<file path="src/rtl/interrupt_controller_pkg.sv">
// Shared types and constants for the interrupt controller.
package interrupt_controller_pkg;

  localparam int unsigned NUM_SRC = 3;
  localparam int unsigned CNT_W   = 8;

  typedef enum logic [1:0] {
    IDLE       = 2'd0,
    ASSERT     = 2'd1,
    IN_SERVICE = 2'd2
  } state_e;

  localparam logic [1:0] INT_NONE = 2'b00;
  localparam logic [1:0] INT_SRC0 = 2'b01;
  localparam logic [1:0] INT_SRC1 = 2'b10;
  localparam logic [1:0] INT_SRC2 = 2'b11;

  // Lowest-index request wins: isolate the least significant set bit.
  function automatic logic [NUM_SRC-1:0] pick_winner(input logic [NUM_SRC-1:0] req);
    pick_winner = req & (~req + NUM_SRC'(1));
  endfunction

  // Map a one-hot winner to its interrupt code.
  function automatic logic [1:0] code_of(input logic [NUM_SRC-1:0] oh);
    if (oh[0])      code_of = INT_SRC0;
    else if (oh[1]) code_of = INT_SRC1;
    else if (oh[2]) code_of = INT_SRC2;
    else            code_of = INT_NONE;
  endfunction

endpackage

</file>
<file path="src/rtl/int_edge_detect.sv">
// Rising-edge detector for the interrupt sources.
// INTERRUPT_SYNC_EN adds a 2-flop synchronizer per source ahead of detection.
module int_edge_detect
  import interrupt_controller_pkg::*;
(
  input  logic               clk,
  input  logic               reset,
  input  logic [NUM_SRC-1:0] src,
  output logic [NUM_SRC-1:0] src_edge_c
);

  logic [NUM_SRC-1:0] src_s;
  logic [NUM_SRC-1:0] src_q;

`ifdef INTERRUPT_SYNC_EN
  logic [NUM_SRC-1:0] sync1_q;
  logic [NUM_SRC-1:0] sync2_q;

  // Two-stage synchronizer for asynchronous sources.
  always_ff @(posedge clk or negedge reset) begin
    if (!reset) begin
      sync1_q <= '0;
      sync2_q <= '0;
    end else begin
      sync1_q <= src;
      sync2_q <= sync1_q;
    end
  end

  assign src_s = sync2_q;
`else
  assign src_s = src;
`endif

  // Previous-cycle source level for edge detection.
  always_ff @(posedge clk or negedge reset) begin
    if (!reset) src_q <= '0;
    else        src_q <= src_s;
  end

  assign src_edge_c = src_s & ~src_q;

endmodule

</file>
<file path="src/rtl/interrupt_controller.sv">
// Interrupt controller: latches source edges as pending, arbitrates by fixed
// priority (source 0 highest) and holds one request until acknowledged.
// Optional macro: INTERRUPT_SYNC_EN (synchronize src inside int_edge_detect).
module interrupt_controller
  import interrupt_controller_pkg::*;
#(
  parameter int unsigned ACK_TIMEOUT = 15
) (
  input  logic               clk,
  input  logic               reset,
  input  logic [NUM_SRC-1:0] src,
  input  logic [NUM_SRC-1:0] intMask,
  input  logic               intAck,
  input  logic               reti,
  output logic [1:0]         interruptSignal,
  output logic               inService,
  output logic [NUM_SRC-1:0] pending
);

  localparam logic [CNT_W-1:0] ACK_TO  = CNT_W'(ACK_TIMEOUT);
  localparam logic [CNT_W-1:0] CNT_MAX = '1;

  logic [NUM_SRC-1:0] src_edge_c;
  state_e             state_q, state_d;
  logic [1:0]         int_sig_q, int_sig_d;
  logic               in_svc_q, in_svc_d;
  logic [NUM_SRC-1:0] pend_q, pend_d;
  logic [NUM_SRC-1:0] win_q, win_d;
  logic [CNT_W-1:0]   cnt_q, cnt_d;
  logic [NUM_SRC-1:0] clr_c;
  logic [NUM_SRC-1:0] req_c;

  int_edge_detect u_edge (
    .clk        (clk),
    .reset      (reset),
    .src        (src),
    .src_edge_c (src_edge_c)
  );

  assign req_c = pend_q & ~intMask;

  // Next-state, output and pending-bit logic; edges win over ack clears.
  always_comb begin
    state_d   = state_q;
    int_sig_d = int_sig_q;
    in_svc_d  = in_svc_q;
    win_d     = win_q;
    cnt_d     = cnt_q;
    clr_c     = '0;
    case (state_q)
      IDLE: begin
        if (|req_c) begin
          win_d     = pick_winner(req_c);
          int_sig_d = code_of(win_d);
          cnt_d     = '0;
          state_d   = ASSERT;
        end
      end
      ASSERT: begin
        if (intAck) begin
          clr_c     = win_q;
          int_sig_d = INT_NONE;
          in_svc_d  = 1'b1;
          state_d   = IN_SERVICE;
        end else begin
          cnt_d = (cnt_q == CNT_MAX) ? cnt_q : cnt_q + CNT_W'(1);
          if (cnt_d == ACK_TO) begin
            int_sig_d = INT_NONE;
            state_d   = IDLE;
          end
        end
      end
      IN_SERVICE: begin
        if (reti) begin
          in_svc_d = 1'b0;
          state_d  = IDLE;
        end
      end
      default: begin
        int_sig_d = INT_NONE;
        in_svc_d  = 1'b0;
        state_d   = IDLE;
      end
    endcase
    pend_d = (pend_q & ~clr_c) | src_edge_c;
  end

  // State and output registers.
  always_ff @(posedge clk or negedge reset) begin
    if (!reset) begin
      state_q   <= IDLE;
      int_sig_q <= INT_NONE;
      in_svc_q  <= 1'b0;
      pend_q    <= '0;
      win_q     <= '0;
      cnt_q     <= '0;
    end else begin
      state_q   <= state_d;
      int_sig_q <= int_sig_d;
      in_svc_q  <= in_svc_d;
      pend_q    <= pend_d;
      win_q     <= win_d;
      cnt_q     <= cnt_d;
    end
  end

  assign interruptSignal = int_sig_q;
  assign inService       = in_svc_q;
  assign pending         = pend_q;

endmodule

</file>
<file path="config.mk">
export PLATFORM = sky130hd
export DESIGN_NAME = interrupt_controller
export DESIGN_NICKNAME = d
export VERILOG_FILES = /design/src/rtl/interrupt_controller_pkg.sv /design/src/rtl/int_edge_detect.sv /design/src/rtl/interrupt_controller.sv
export SDC_FILE = /design/constraint.sdc
export NUM_CORES = 1
export LEC_CHECK = 0
export CORE_ASPECT_RATIO = 0.75
export CORE_UTILIZATION = 60
export CTS_BUF_LIST = sky130_fd_sc_hd__clkbuf_2 sky130_fd_sc_hd__clkbuf_4 sky130_fd_sc_hd__clkbuf_8
export DETAILED_ROUTE_END_ITERATION = 6
export PLACE_DENSITY = 0.95
export SYNTH_ARGS = -nofsm -noshare
export SYNTH_HDL_FRONTEND = slang
export SYNTH_HIERARCHICAL = 1
export SYNTH_SLANG_ARGS = --single-unit
</file>
<file path="constraint.sdc">
create_clock -name clk -period 4.7 [get_ports clk]
set_input_delay 0.94 -clock clk [delete_from_list [all_inputs] [get_ports clk]]
set_output_delay 0.94 -clock clk [all_outputs]
set_load 0.05 [all_outputs]
</file>
# Word-level counts from Yosys, hierarchy flattened
# Cells that the tools add are included.
[totals]
word_cells = 57
reg_bits = 22
[op_classes]
reduce_logical = 8
n_eq_ne = 9
n_bitwise = 11
add_sub_neg = 2
n_mux = 20
[ops]
columns = ["operator", "n"]
rows = [
  ["$mux 8", 3],
  ["$mux 2", 9],
  ["$pmux 8 s2", 1],
  ["$and 3x3->3", 4],
  ["$not 3->3", 4],
  ["$pmux 2 s3", 2],
  ["$reduce_and 3->1", 4],
  ["$add 8x1->8 const B", 1],
  ["$eq 8x4->1 const B", 1],
  ["$eq 8x8->1 const B", 1],
  ["$ne 2x2->1 const B", 4],
  ["$mux 3", 2],
  ["$add 3x1->3 const B", 1],
  ["$ne 3x3->1 const B", 1],
  ["$or 3x3->3", 1],
  ["$pmux 1 s3", 1],
  ["$reduce_or 3->1", 1],
  ["$eq 2x1->1 const B", 1],
  ["$eq 2x2->1 const B", 1],
  ["$logic_not 2->1", 1],
  ["$mux 1", 2],
  ["$not 1->1", 2],
  ["$reduce_and 2->1", 1],
  ["$reduce_bool 2->1", 1],
]

# Logic depth before layout (Yosys ltp)
# Gate-level depths: netlist of the first run.
[depth]
depth_word = 10
mapped_depth = 7

# Modules after synthesis
# Netlist of the first run, hierarchy kept.
[by_module_without_submodules]
columns = ["mod", "area_each_um2", "instances", "cells_each", "seq_area_each_um2"]
rows = [
  ["interrupt_controller", 1079.8, 1, 117, 475.5],
  ["int_edge_detect", 116.4, 1, 6, 75.1],
]

# Worst setup path before layout of the first run
# Ideal clock, no wire load.
[synth_path]
kind = "input port to flip-flop"
startpoint = "input intMask[1]"
endpoint = "register cnt_q[1]"
required_ns = 4.578
n_path_buf = 0
arrival_time_ns = 1.838
stages = 4
path_slack_ns = 2.740
setup_ns = 0.122
path_cell_list = "nand2b_2 -> a311oi_4 -> mux2i_1 -> a32o_1"
[synth_via]
elab_chain_len = 5
[synth_lines]
columns = ["element", "line", "text"]
rows = [
  ["from (decl)", "interrupt_controller.sv:12", "input logic [NUM_SRC-1:0] intMask,"],
  ["$not 3->3", "interrupt_controller.sv:40", "assign req_c = pend_q & ~intMask;"],
  ["$and 3x3->3", "interrupt_controller.sv:40", ""],
  ["$reduce_or 3->1", "interrupt_controller.sv:52", "if (|req_c) begin"],
  ["$ne 2x2->1 (no source line)", "-", ""],
  ["$reduce_and 3->1 (no source line)", "-", ""],
  ["to (signal assigned)", "interrupt_controller.sv:103", "cnt_q <= cnt_d;"],
  ["to (decl)", "interrupt_controller.sv:29", "logic [CNT_W-1:0] cnt_q, cnt_d;"],
]
# No other way between the ends.
# A chain may end at the register's enable or synchronous reset.

# Worst setup path after layout of the first run
[layout_path]
startpoint = "register pend_q[2] (netlist: pending[2])"
endpoint = "output pending[2]"
[layout_lines]
columns = ["element", "line", "text"]
rows = [
  ["from (decl)", "interrupt_controller.sv:27", "logic [NUM_SRC-1:0] pend_q, pend_d;"],
  ["from (signal assigned)", "interrupt_controller.sv:101", "pend_q <= pend_d;"],
  ["to (decl)", "interrupt_controller.sv:17", "output logic [NUM_SRC-1:0] pending"],
]
# No word-level cell between the ends.

==> flow_summary.rst, run 1 <==
.. list-table::
   :header-rows: 1

   * - Metric
     - Value
   * - Starting DRC count in detailed routing
     - 38
   * - I/O pins
     - 16
   * - Setup violations, final
     - 0
   * - Final core utilization
     - 0.755
   * - Final setup margin
     - 2.19 ns
   * - Num CTS Buffers
     - 3
   * - PostCTS Resize Cnt
     - 0
   * - Height of the die
     - around 41 um
   * - Worst Hold Class
     - reg2reg
   * - Share of synthesized area occupied by flip-flops and latches
     - 0.460
   * - Minimum setup slack among reg-to-reg paths
     - 2.85 ns
   * - Run status
     - completed
   * - Final cycle utilization of the critical path
     - 0.534
   * - Layout filler cell count
     - 120
   * - Router iterations before antenna repair
     - 5
   * - Cell row count
     - 13
   * - Placement-stage cell area
     - 1330 um^2
   * - Count of port buffers added during placement
     - 15
   * - Width of the die
     - around 54 um
   * - Maximum number of pins on one net before global-route repair
     - 23
   * - Post-synth EDFFs
     - 0
   * - Area grow syn2layout
     - 14.0%
   * - Routed met1 length
     - 1.02 mm
   * - Total buffers and inverters traversed by the critical path
     - 1
   * - Nature of the critical path endpoint
     - primary output
   * - Non-Filler Cell Area, Final
     - 1360 um^2
   * - Most area-consuming cells after synthesis
     - sky130_fd_sc_hd__dfrtp_1 46%, sky130_fd_sc_hd__nand2_1 4.7%, sky130_fd_sc_hd__nor2_1 4.7%, sky130_fd_sc_hd__a21oi_1 4.2%, sky130_fd_sc_hd__mux2i_1 4.2%
   * - Count of mapped cells out of synthesis
     - 123
   * - Minimum clock period after layout
     - roughly 2.5 ns
   * - Count of inserted antenna diode cells
     - 0
   * - Post-synthesis sequential element count
     - 22
   * - Area of the die
     - approximately 2200 um^2
   * - Clock root buffer master
     - sky130_fd_sc_hd__clkbuf_4
   * - Most used standard cells in the synthesized netlist
     - 22 x sky130_fd_sc_hd__dfrtp_1, 15 x sky130_fd_sc_hd__nand2_1, 15 x sky130_fd_sc_hd__nor2_1
   * - Fmax
     - 398 MHz
   * - Total of warnings raised by yosys
     - 6
   * - Count of antenna-violating nets left after detailed routing
     - 0
   * - Number of design rule violations left after detail routing
     - 0
   * - Routability cong.
     - 0.853
   * - PD cells
     - 547 nW/um^2
   * - Dominant delay contributor by cell family on the critical path
     - buffers and inverters
   * - Stage delay of the slowest cell on the critical path
     - slightly above 0.8 ns
   * - CTS Hold Bufs
     - 0
   * - Placeable core region
     - ~1800 um^2
   * - Area share of the leading cell type in the synthesized netlist
     - 0.460
   * - Final-report max-slew violation count
     - 0
   * - Clock skew after layout
     - 0.0122 ns
   * - Post-Syn Nets
     - 134
   * - Class of the most critical setup path
     - reg2out
   * - TritonCTS Sinks
     - 22
   * - Post-CTS Repair Setup Buffers
     - 0
   * - Category of the worst setup path launch point
     - register
   * - Largest fanout of any net on the critical path
     - 4
   * - Final hold viol count
     - 0
   * - Overall routing resource usage
     - 0.281
   * - Setup TNS
     - 0 ns
   * - Main flop type after synthesis
     - sky130_fd_sc_hd__dfrtp_1
   * - Total vias in the final route
     - about 1000
   * - Met3 layer wire length in the routed design
     - 229 um
   * - Cell breakdown of the critical path
     - clkdlybuf4s50_1
   * - Mean area per synthesized cell
     - between 9 and 10 um^2
   * - Final WL
     - 2.52 mm
   * - Fraction of registers with async set or reset after synthesis
     - 1.00
   * - Global route overflow
     - 0
   * - H-tree lvl count
     - 1
   * - Bufs on Longest Clock Path
     - 2
   * - Maximum VDD drop
     - ~400 uV
   * - Number of global-route vias before repair
     - between 800 and 900
   * - Leakage dissipation
     - 0.000576 uW
   * - Clock latency on the worst-skew pair
     - about 0.30 ns
   * - Highest routed layer
     - met4
   * - Worst Path Required
     - between 3 and 4 ns
   * - Cell type contributing the most total cell area after synthesis
     - sky130_fd_sc_hd__dfrtp_1
   * - Final nets
     - about 150
   * - Number of antenna violations at the first check in global routing
     - 0
   * - Number of distinct library cells after synthesis
     - 33
   * - Unrepaired setup endpoints after global routing
     - false
   * - Hpwl dp
     - 1.88 mm
   * - Post-Syn Area
     - 1200 um^2
   * - Post-Place Worst Slack
     - approximately 2.2 ns
   * - Number of maximum-capacitance violations
     - 0
   * - Clock tree from TritonCTS
     - yes
   * - Mean routed wirelength per cell
     - 15.9 um
   * - Critical path arrival
     - 1.57 ns
   * - Detailed-route vias per instance
     - 6.36
   * - DR WL met2
     - 1.21 mm
   * - Dominant cell by count in the synthesized netlist
     - sky130_fd_sc_hd__dfrtp_1
   * - Starting Density
     - 0.663
   * - Wire length of the first global-routing pass
     - 4.00 mm
   * - Transition time at the pin with the least slew margin
     - slightly below 1 ns
   * - Relative max-transition margin
     - 0.351
   * - Layout cells sized above 1
     - 0.0882
   * - Clock-pin slew of the registers on the worst-case setup and hold paths
     - between 0.1 and 0.15 ns
   * - Standard cell with the maximum stage delay on the critical path
     - sky130_fd_sc_hd__clkdlybuf4s50_1
[final cells by class]
| class | count | area [um^2] | area share |
|---|---|---|---|
| Multi-Input combinational cell | 92 | 588 | 0.431 |
| Inverter | 3 | 11.3 | 0.00826 |
| Sequential cell | 22 | 551 | 0.404 |
| Timing Repair Buffer | 15 | 150 | 0.110 |
| Tap cell | 22 | 27.5 | 0.0202 |
| Clock buffer | 4 | 36.3 | 0.0266 |
[final timing paths]
check	startpoint	end	cells after the start
min in group asynchronous	reset	pending[1]	1
setup reg to reg	cnt_q[0]	cnt_q[1]	5
hold reg to reg	win_q[1]	win_q[1]	1
max in group asynchronous	reset	cnt_q[6]	1
hold / removal	win_q[1]	win_q[1]	1
setup / recovery	pending[2]	pending[2]	1
[report_power, final]
| group | switching, uW | internal, uW | leakage, uW |
|---|---|---|---|
| registers | 71.0 | 240 | 0.000273 |
| clock network | 52.5 | 47.3 | 0.0000210 |
| logic | 205 | 131 | 0.000282 |
[through the flow]
| step | power, uW | hold slack [ns] | std cells |
|---|---|---|---|
| after global routing | 791 | 0.536 | 158 |
| after global placement | 629 | 0.487 | 154 |
| after floorplan | 555 | 0.466 | 123 |
| after CTS | 747 | 0.527 | 158 |
| after detailed placement | 645 | 0.495 | 154 |
| final | 747 | 0.522 | 158 |
[flip-flops by register name, summed over array words and instances, names as in the netlist]
signal,flops
cnt_q,8
pending,3
u_edge/src_q,3
win_q,3
interruptSignal,2
state_q,2
inService,1
[per-layer routing]
layer | vias to the layer above | track usage
li1 | 465 | -
met1 | 452 | 0.366
met2 | 71 | 0.478
met3 | 17 | 0.0815
met4 | 0 | 0.0461
met5 | - | 0
[cell families after synthesis]
kind of cell    synth area share
compound gates             0.195
fa+ha+maj                 0.0105
buf+inv                   0.0481
flops                      0.460
mux                       0.0418
simple gates               0.245
[placed cells by master (no fill, tap or decap), drive strengths merged]
cell type      netlist  layout
a21bo                1       1
a22o                 2       2
nand4                3       3
a32o                 1       1
nor3b                1       1
a311oi               1       1
a21boi               1       1
or2                  1       1
dfrtp               22      22
o21ai                6       6
nand3                5       5
nor4                 1       1
o32ai                2       2
nor2                15      15
nor3                 2       2
nand2               15      15
a41o                 1       1
o22ai                2       2
mux2i                5       5
a21o                 3       3
clkbuf               0       4
nor2b                4       4
nand2b               6       6
inv                  3       3
a21oi               10      10
a31oi                3       3
ha                   1       1
clkdlybuf4s50        0      15
Note: power is estimated with default switching activity, not from simulation.
==> run 2: changes to the inputs <==
CORE_UTILIZATION = 51   (was 60)
PLACE_DENSITY = 0.88   (was 0.95)
clock period = 2.05 ns   (was 4.7 ns; I/O delays follow)
==> flow_summary.rst, run 2 (synthesis results as in run 1) <==
.. list-table::
   :header-rows: 1

   * - Metric
     - Value
   * - Worst Hold Class
     - in2async
   * - Wire length of the first global-routing pass
     - 4.21 mm (+5.2%)
   * - PD cells
     - 1250 nW/um^2 (+130%)
   * - Final-report max-slew violation count
     - 0 (unchanged)
   * - Clock latency on the worst-skew pair
     - 0.31 ns (about the same)
   * - Clock skew after layout
     - 0.00932 ns (-0.00291 ns)
   * - Total vias in the final route
     - 976 (-2.9%)
   * - Share of power burned in registers
     - 0.413 (-0.003)
   * - Total buffers and inverters traversed by the critical path
     - 1 (unchanged)
   * - Commonest non-fill, non-tap cell in the layout
     - sky130_fd_sc_hd__dfrtp_1
   * - Height of the die
     - 43.9 um (+8.1%)
   * - Width of the die
     - 57.9 um (+8.2%)
   * - Switching fraction of total power
     - 0.440 (about the same)
   * - Number of antenna violations at the first check in global routing
     - 0 (unchanged)
   * - Count of inserted antenna diode cells
     - 0 (unchanged)
   * - Largest fanout of any net on the critical path
     - 3 (-1)
   * - Nature of the critical path endpoint
     - primary output
   * - Stage delay of the slowest cell on the critical path
     - 0.83 ns (about the same)
   * - Detailed-route vias per instance
     - 6.02 (-5.3%)
   * - Clock tree from TritonCTS
     - yes
   * - Placed Cells incl. Taps
     - 158 (+2.6%)
   * - Logic gate share of total power
     - 0.450 (about the same)
   * - Minimum clock period after layout
     - a little under 2 ns
   * - Critical path arrival
     - 1.58 ns (about the same)
   * - Category of the worst setup path launch point
     - register
   * - Bufs on Longest Clock Path
     - 2 (unchanged)
   * - Starting Density
     - 0.569 (-0.0935)
   * - Count of port buffers added during placement
     - 15 (unchanged)
   * - Final hold viol count
     - 0 (unchanged)
   * - Cell internal power dissipation
     - 966 uW (+130%)
   * - TritonCTS Sinks
     - 22 (unchanged)
   * - Maximum VDD drop
     - 775 uV (+88%)
   * - Final standard cell count with taps included and fillers excluded
     - 162 (+2.5%)
   * - Run status
     - finished with violations
   * - Largest register FFs
     - 8 (unchanged)
   * - Fmax
     - 503 MHz
   * - Router iterations before antenna repair
     - 7 (+2)
   * - Placeable core region
     - 2100 um^2 (+16%)
   * - Count of antenna-violating nets left after detailed routing
     - 0 (unchanged)
   * - Largest Register
     - cnt_q
   * - Final nets
     - 150 (+1.4%)
   * - Setup TNS
     - 0 ns (unchanged)
   * - Area of the die
     - 2550 um^2 (+17%)
   * - Commonest cells after routing, fill and taps aside
     - 22 x sky130_fd_sc_hd__dfrtp_1, 15 x sky130_fd_sc_hd__nand2_1, 15 x sky130_fd_sc_hd__nor2_1
   * - Transition time at the pin with the least slew margin
     - 0.502 ns (-0.468 ns)
   * - Leakage dissipation
     - 0.000588 uW (+2.1%)
   * - Overall routing resource usage
     - 0.230 (-0.0503)
   * - Relative max-transition margin
     - 0.665 (+0.314)
   * - Number of maximum-capacitance violations
     - 0 (unchanged)
   * - Starting DRC count in detailed routing
     - 86 (+130%)
   * - Routability cong.
     - 0.885 (+3.8%)
   * - Layout cells sized above 1
     - 0.101 (+0.0132)
   * - Setup violations, final
     - 0 (unchanged)
   * - Num CTS Buffers
     - 3 (unchanged)
   * - Net Switching
     - 760 uW (+130%)
   * - Layout filler cell count
     - 169 (+41%)
   * - Clock-pin slew of the registers on the worst-case setup and hold paths
     - 0.12 ns (about the same)
   * - Number of design rule violations left after detail routing
     - 1 (+1)
   * - Unrepaired setup endpoints after global routing
     - false
   * - Final WL
     - 2.50 mm (-0.83%)
   * - Clock root buffer master
     - sky130_fd_sc_hd__clkbuf_4
   * - I/O pins
     - 16 (unchanged)
   * - Dominant delay contributor by cell family on the critical path
     - buffers and inverters
   * - Worst Path Required
     - 1.64 ns (-2.12 ns)
   * - Mean routed wirelength per cell
     - 15.4 um (-3.3%)
   * - Class of the most critical setup path
     - reg2out
   * - Cell breakdown of the critical path
     - clkdlybuf4s50_1
   * - Maximum number of pins on one net before global-route repair
     - 23 (unchanged)
   * - Standard cell with the maximum stage delay on the critical path
     - sky130_fd_sc_hd__clkdlybuf4s50_1
   * - Final cycle utilization of the critical path
     - 0.970
   * - Global route overflow
     - 0 (unchanged)
   * - Area grow syn2layout
     - 15.7%
   * - Hpwl dp
     - 1.86 mm (-0.88%)
   * - Violated checks
     - DRC
   * - Number of global-route vias before repair
     - 901 (+5.4%)
   * - H-tree lvl count
     - 1 (unchanged)
   * - Part of the power in the clock network
     - 0.137 (+0.003)
   * - Cell row count
     - 14 (+1)
   * - Post-CTS Repair Setup Buffers
     - 0 (unchanged)
## run 2: changes by cell type in the layout (fill, tap and decap cells not counted)
cell	previous run	this run
sky130_fd_sc_hd__clkdlybuf4s50_1	15	14
sky130_fd_sc_hd__dlymetal6s2s_1	0	1
sky130_fd_sc_hd__buf_4	0	2
## run 2: repair_timing
action | CTS | global route
endpoints found under the setup margin | 0 | 1
hold buffers | 0 | 0
gates resized for setup | 0 | 1
## run 2: worst paths after layout
| check | from | to | slack, ns | depth (start not counted) |
|---|---|---|---|---|
| min in group clk | win_q[1] | win_q[1] | 0.53 | 1 |
| worst min-delay path | reset | interruptSignal[1] | 0.43 | 2 |
| max in group asynchronous | reset | cnt_q[1] | 1.40 | 2 |
| worst max register to register | cnt_q[0] | interruptSignal[0] | 0.25 | 5 |
| worst min register to register | win_q[1] | win_q[1] | 0.53 | 1 |
| worst max-delay path | pending[1] | pending[1] | 0.06 | 1 |
## run 2: stage by stage
step / hold slack (ns) / util / total power, uW / worst slack [ns] / area (um^2)
after floorplan: 0.114 / - / 1270 / 0.425 / 1200
after global placement: 0.485 / 0.640 / 1460 / 0.177 / 1350
after detailed placement: 0.491 / 0.640 / 1490 / 0.101 / 1350
after CTS: 0.441 / 0.657 / 1730 / 0.0347 / 1380
after global routing: 0.444 / 0.658 / 1840 / 0.00393 / 1380
final: 0.430 / 0.658 / 1730 / 0.0612 / 1380
## run 2: area by class of cell
cell class | count | area (um^2) | area share
multi-input combinational | 92 | 588 | 0.425
tap | 24 | 30.0 | 0.0217
sequential | 22 | 551 | 0.398
timing repair buffer | 17 | 168 | 0.121
clock buffer | 4 | 36.3 | 0.0262
inverter | 3 | 11.3 | 0.00814
## run 2: per-layer routing
| layer | share of wire | track usage | vias to the layer above | wire, um |
|---|---|---|---|---|
| met5 | 0 | 0 | - | 0 |
| met4 | 0.011 | 0.105 | 0 | 27 |
| met3 | 0.060 | 0.0716 | 5 | 150 |
| met2 | 0.45 | 0.333 | 27 | 1130 |
| met1 | 0.47 | 0.320 | 472 | 1190 |
| li1 | - | - | 472 | - |
## run 2: power groups by stage
stage / sequential [uW] / combinational [uW] / clock [uW]
floorplan: 819 / 454 / 0
global placement: 704 / 751 / 0
detailed placement: 715 / 772 / 0
CTS: 709 / 776 / 247
global route: 732 / 841 / 265
finish: 712 / 776 / 237
